## src/rtl/header_assembler_pkg.sv

```systemverilog
// Shared miner package: header geometry and the assembler state encoding.
// Also imported by the miner control block, so header size constants live
// here rather than being re-derived in each consumer.
package header_assembler_pkg;

  localparam int HDR_BYTES = 80;              // bytes per block header
  localparam int HDR_W     = HDR_BYTES * 8;   // header width in bits

  typedef enum logic [1:0] {
    ST_IDLE   = 2'd0,
    ST_RECV   = 2'd1,
    ST_COMMIT = 2'd2
  } hdr_state_e;

endpackage

```

## src/rtl/header_assembler_byte_shift_reg.sv

```systemverilog
// byte_shift_reg: MSB-first byte shifter for header assembly.
// Ports:
//   clock, reset : rising-edge clock, synchronous active-high reset
//   clear        : zero the register before this cycle's shift
//   shift_en     : shift din into the low byte, older bytes move up
//   din          : byte to shift in
//   data_next    : register value after this cycle's clear/shift, so the
//                  caller can capture a header in the same edge its final
//                  byte lands (BYTES must be >= 2)
module byte_shift_reg #(
  parameter int BYTES = 80
) (
  input  logic                 clock,
  input  logic                 reset,
  input  logic                 clear,
  input  logic                 shift_en,
  input  logic [7:0]           din,
  output logic [BYTES*8-1:0]   data_next
);

  localparam int W = BYTES * 8;

  logic [W-1:0] data_q, data_d, base;

  always_comb begin
    base   = clear ? '0 : data_q;
    data_d = base;
    if (shift_en) data_d = {base[W-9:0], din};
  end

  always_ff @(posedge clock) begin
    if (reset) data_q <= '0;
    else       data_q <= data_d;
  end

  assign data_next = data_d;

endmodule

```

## src/rtl/header_assembler.sv

```systemverilog
// header_assembler: collects UART bytes into a fixed-size block header.
// A header is published on block_header (first byte in the top byte) for
// exactly one COMMIT cycle, flagged by header_ready. Partial headers are
// discarded on an idle timeout or a receiver error (abort pulse).
// Ports:
//   clock, reset   : single clock, synchronous active-high reset
//   rx_valid/byte  : received byte strobe and data
//   rx_error       : framing/parity error strobe
//   block_header   : last complete header
//   header_ready   : one-cycle pulse, new block_header valid
//   byte_count     : accepted bytes since reset (wraps mod 2^32)
//   busy           : partial header held
//   abort          : one-cycle pulse, partial header discarded
module header_assembler
  import header_assembler_pkg::*;
#(
  parameter int HEADER_BYTES   = HDR_BYTES,
  parameter int TIMEOUT_CYCLES = 5_000_000
) (
  input  logic                      clock,
  input  logic                      reset,
  input  logic                      rx_valid,
  input  logic [7:0]                rx_byte,
  input  logic                      rx_error,
  output logic [HEADER_BYTES*8-1:0] block_header,
  output logic                      header_ready,
  output logic [31:0]               byte_count,
  output logic                      busy,
  output logic                      abort
);

  localparam int HW = HEADER_BYTES * 8;
  localparam int FW = $clog2(HEADER_BYTES + 1);
  localparam int IW = $clog2(TIMEOUT_CYCLES + 1);
  localparam logic [FW-1:0] FILL_LAST = FW'(HEADER_BYTES);
  // Expiry is detected on the cycle the counter would reach TIMEOUT_CYCLES.
  localparam logic [IW-1:0] IDLE_LAST = IW'(TIMEOUT_CYCLES - 1);

  hdr_state_e    state_q, state_d;
  logic [FW-1:0] fill_q, fill_d, fill_inc;
  logic [IW-1:0] idle_q, idle_d;
  logic [31:0]   byte_count_q, byte_count_d;
  logic [HW-1:0] block_header_q, block_header_d;
  logic          abort_q, abort_d;

  logic          in_recv, drop, accept, last_byte, shift_clear;
  logic [HW-1:0] shift_next;

  // An error only matters while a partial header is held; it then also
  // swallows any byte strobed in the same cycle.
  assign in_recv   = (state_q == ST_RECV);
  assign drop      = in_recv & rx_error;
  assign accept    = rx_valid & ~drop;
  assign fill_inc  = (in_recv ? fill_q : '0) + FW'(1);
  assign last_byte = (fill_inc == FILL_LAST);

  byte_shift_reg #(.BYTES(HEADER_BYTES)) u_shift (
    .clock     (clock),
    .reset     (reset),
    .clear     (shift_clear),
    .shift_en  (accept),
    .din       (rx_byte),
    .data_next (shift_next)
  );

  always_comb begin
    state_d        = state_q;
    fill_d         = fill_q;
    idle_d         = idle_q;
    block_header_d = block_header_q;
    byte_count_d   = byte_count_q + {31'd0, accept};
    abort_d        = 1'b0;
    shift_clear    = 1'b0;

    unique case (state_q)
      ST_RECV: begin
        if (drop) begin
          state_d = ST_IDLE;
          fill_d  = '0;
          idle_d  = '0;
          abort_d = 1'b1;
        end else if (accept) begin
          // A byte on the expiry cycle cancels the timeout.
          fill_d = fill_inc;
          idle_d = '0;
          if (last_byte) state_d = ST_COMMIT;
        end else if (idle_q == IDLE_LAST) begin
          state_d = ST_IDLE;
          fill_d  = '0;
          idle_d  = '0;
          abort_d = 1'b1;
        end else begin
          idle_d = idle_q + IW'(1);
        end
      end
      default: begin
        // IDLE and COMMIT both fall back to IDLE unless a byte starts the
        // next header; COMMIT therefore never loses a byte.
        state_d = ST_IDLE;
        fill_d  = '0;
        idle_d  = '0;
        if (accept) begin
          shift_clear = 1'b1;
          fill_d      = fill_inc;
          state_d     = last_byte ? ST_COMMIT : ST_RECV;
        end
      end
    endcase

    // Capture on the edge into COMMIT so the header is valid with header_ready.
    if (accept && last_byte) block_header_d = shift_next;
  end

  always_ff @(posedge clock) begin
    if (reset) begin
      state_q        <= ST_IDLE;
      fill_q         <= '0;
      idle_q         <= '0;
      byte_count_q   <= '0;
      block_header_q <= '0;
      abort_q        <= 1'b0;
    end else begin
      state_q        <= state_d;
      fill_q         <= fill_d;
      idle_q         <= idle_d;
      byte_count_q   <= byte_count_d;
      block_header_q <= block_header_d;
      abort_q        <= abort_d;
    end
  end

  assign block_header = block_header_q;
  assign header_ready = (state_q == ST_COMMIT);
  assign byte_count   = byte_count_q;
  assign busy         = (state_q == ST_RECV);
  assign abort        = abort_q;

endmodule

```

## config.mk

```make
export PLATFORM = sky130hd
export DESIGN_NAME = header_assembler
export DESIGN_NICKNAME = d
export VERILOG_FILES = /design/src/rtl/header_assembler_pkg.sv /design/src/rtl/header_assembler_byte_shift_reg.sv /design/src/rtl/header_assembler.sv
export SDC_FILE = /design/constraint.sdc
export NUM_CORES = 2
export LEC_CHECK = 0
export ABC_AREA = 1
export CORE_MARGIN = 2
export CORE_UTILIZATION = 50
export DETAILED_ROUTE_END_ITERATION = 12
export PLACE_DENSITY = 0.73
export RECOVER_POWER = 50
export SETUP_SLACK_MARGIN = 0.2
export SYNTH_ARGS = -nofsm -noshare
export SYNTH_HDL_FRONTEND = slang
export SYNTH_SLANG_ARGS = --single-unit
```

## constraint.sdc

```tcl
create_clock -name clock -period 3.16 [get_ports clock]
set_input_delay 0.474 -clock clock [delete_from_list [all_inputs] [get_ports clock]]
set_output_delay 0.474 -clock clock [all_outputs]
set_load 0.1 [all_outputs]
```

==> results.py <==
metrics = {
    "outcome": {
        "status": "finished, final reports clean",
    },
    "clock_network": {
        "clk_latency_ns": 0.75,
        "htreeDepth": 4,
        "cts_tree": "yes",
        "cts.sinks": 1337,
        "numCtsBuffers": 140,
        "hold_buffers": 0,
        "clockBufferDepth": 3,
        "clk_pin_slew_ns": 0.06,
        "cts_root_buffer": "clkbuf_16",
    },
    "setup_path": {
        "crit_chain": "inv_1, nand2_4, inv_8, nand2_1, nand2_1, inv_8, buf_12, nand2_2, clkbuf_4, o22ai_1",
        "path_depth": 10,
        "worstRegToRegCells": 10,
        "crit_required_ns": 3.70,
        "worstSetupPathType": "flip-flop to flip-flop",
        "slowest_stage": "nand2_2",
        "worstSetupStartpointType": "flip-flop",
        "crit_family": "simple AND/OR/NAND/NOR gates",
        "cp.buffers_inverters": 5,
        "cp-end-kind": "flip-flop",
        "max_stage_delay_ns": 0.70,
        "worstPathArrival_ns": 3.43,
        "worstPathMaxFanout": 46,
    },
    "final_layout": {
        "design_area_sq_um": 63600,
        "final_cells": 9790,
        "utilization": 0.587,
        "multiInputGateArea_sq_um": 19400,
        "layout.nets": 8283,
        "drive_gt1_frac": 0.0469,
        "most-common-layout-cells": "1605 x inv_1, 1599 x nor2_1, 1336 x dfxtp_1",
        "area_growth_pct": 16.8,
        "seq_area_sq_um": 26800,
        "n_fill_cell": 10566,
        "final_common_cell": "inv_1",
        "antenna_cells": 0,
    },
    "timing": {
        "fmax_mhz": 346,
        "period_needed_ns": 2.89,
        "tightestPinTransition_ns": 1.42,
        "hold_viol": 0,
        "fin_setup_tns_ns": 0,
        "slew_headroom": 0.0544,
        "final-max-slew-violation-count": 0,
        "period_share": 0.913,
        "skew_ns": 0.0323,
        "rsz0062_at_grt": "no",
        "final-setup-viol-count": 0,
    },
    "detailed_routing": {
        "drt_iter0_markers": 3997,
        "vias": 49384,
        "ant_nets": 0,
        "vias_per_cell": 5.04,
        "wl_per_cell_um": 16.8,
        "drt_pass1_iterations": 6,
        "drt_wl_total_um": 164000,
        "drc_errors": 0,
    },
    "global_route": {
        "antenna_found_initial": 0,
        "grt_pass1_vias": 45760,
        "grt_overflow": 0,
        "groute.usage.overall": 0.281,
        "grt_pass1_wl_um": 253000,
        "grt_max_degree": 182,
    },
    "logic_synthesis": {
        "ys_seq_area_frac": 0.491,
        "ys_ff_latch": 1337,
        "synth.distinct_cells": 36,
        "syn_area_per_cell_sq_um": 6.94,
        "netlist.area_leader.share": 0.491,
        "syn_inst": 7850,
        "synth.area.top_cells": "dfxtp_1 49%, inv_1 11%, nor2_1 11%",
        "yosys.area.top_type": "dfxtp_1",
        "synth_nets": 7866,
        "syn_area_sq_um": 54500,
        "yosysWarnings": 0,
    },
    "die": {
        "die_height_um": 334,
        "rows": 121,
        "start_util": 0.503,
        "dieArea_sq_um": 112000,
        "ios": 687,
        "die_x_um": 334,
        "core_area_sq_um": 108000,
    },
    "placed_design": {
        "post-dp-hpwl_um": 103000,
        "dpl.cell_count": 9534,
        "port_buffers": 686,
        "place_area_sq_um": 60900,
        "place_congestion": 0.895,
    },
    "job": {
        "cap_violations": 0,
    },
    "power": {
        "power_uw": 36500,
        "power_density_nw_per_um2": 574,
        "peakVddDrop_mv": 0.407,
        "leakage_uw": 0.0291,
    },
    "worst_hold_path": {
        "min_delay_path_depth": 2,
        "hold_class": "input port to flip-flop",
    },
}
[flip-flops by register name, indices dropped and copies added (netlist names)]
signal and cells:
fill_q 7, abort 1, byte_count 32, u_shift.data_q 632
block_header 640, state_q 2, idle_q 23
[layer usage]
metal,track usage,wire length [um],up-vias
met3,0.0430,10700,314
li1,-,-,24552
met5,0,0,-
met4,0.125,7110,0
met2,0.451,75200,1691
met1,0.375,71300,22827
[Yosys cell counts]
cell and number:
inv_1 1606, nor2_1 1601, inv_2 52, clkbuf_1 338, o21ai_0 403, o31ai_1 16
nand3_1 61, and3_1 1, a21oi_2 1, nor3b_1 6, o32ai_1 141, buf_4 2
ha_1 4, nor2_2 1, o21a_1 2, and2_1 1, nand3b_1 7, xnor2_1 1
buf_1 28, buf_2 141, nand2_1 1283, nand4_1 79, dfxtp_1 1337, o22ai_1 40
nand2b_1 1, o21ai_1 41, nor3_1 144, or2_2 9, a211oi_1 160, nor4_1 5
xor2_1 7, o21bai_1 1, clkinv_1 2, nand3_2 2, a31oi_1 1, a21oi_1 325
[final timing paths]
kind,start,end,slack (ns)
max,state_q[1]$_SDFFE_PP0P_,fill_q[3]$_SDFFE_PP0P_,0.27
min reg2reg,u_shift.data_q[234]$_SDFF_PP0_,u_shift.data_q[234]$_SDFF_PP0_,0.45
min,reset,u_shift.data_q[180]$_SDFF_PP0_,0.19
max reg2reg,state_q[1]$_SDFFE_PP0P_,fill_q[3]$_SDFFE_PP0P_,0.27
[worst reg2reg max path: cells and delay by family (launching register included)]
kind	cells	cell delay [ns]
buf+inv	5	1.08
simple gates	4	1.17
compound gates	1	0.14
flops	1	0.29
[cells by family after synthesis]
logic type / after synthesis / share of synthesized area
and+or+nand+nor: 3201 / 0.231
AOI/OAI and AO/OA: 1131 / 0.123
DFF: 1337 / 0.491
adders and majority gates: 4 / 0.000919
xor gates and xnor gates: 8 / 0.00129
buffers and inverters: 2169 / 0.153
[what timing repair did]
action | 4_1_cts | 5_1_grt
gates resized for setup | 2 | 16
setup endpoints to repair | 32 | 399
pin swaps | 0 | 1
gates cloned | 0 | 3
setup buffers | 0 | 2
[power by group]
part	internal [uW]	switching, uW	total (uW)
Sequential	17200	159	17400
Clock	10000	6860	16900
Combinational	563	1650	2210
[stage by stage]
step / setup WS [ns] / hold WS (ns)
CTS: 0.232 / 0.129
global route: 0.108 / 0.178
finish: 0.274 / 0.188
detailed placement: 0.176 / 0.443
global placement: 0.266 / 0.435
floorplan: 0.259 / 0.427
[final cells by class]
class,count,area share
tap,1414,0.0278
timing repair buffer,784,0.0729
clock buffer,205,0.0664
clock inverter,46,0.00806
sequential,1337,0.421
inverter,1660,0.0984
multi-input combinational,4344,0.306
Note: power is estimated with default switching activity, not from simulation.
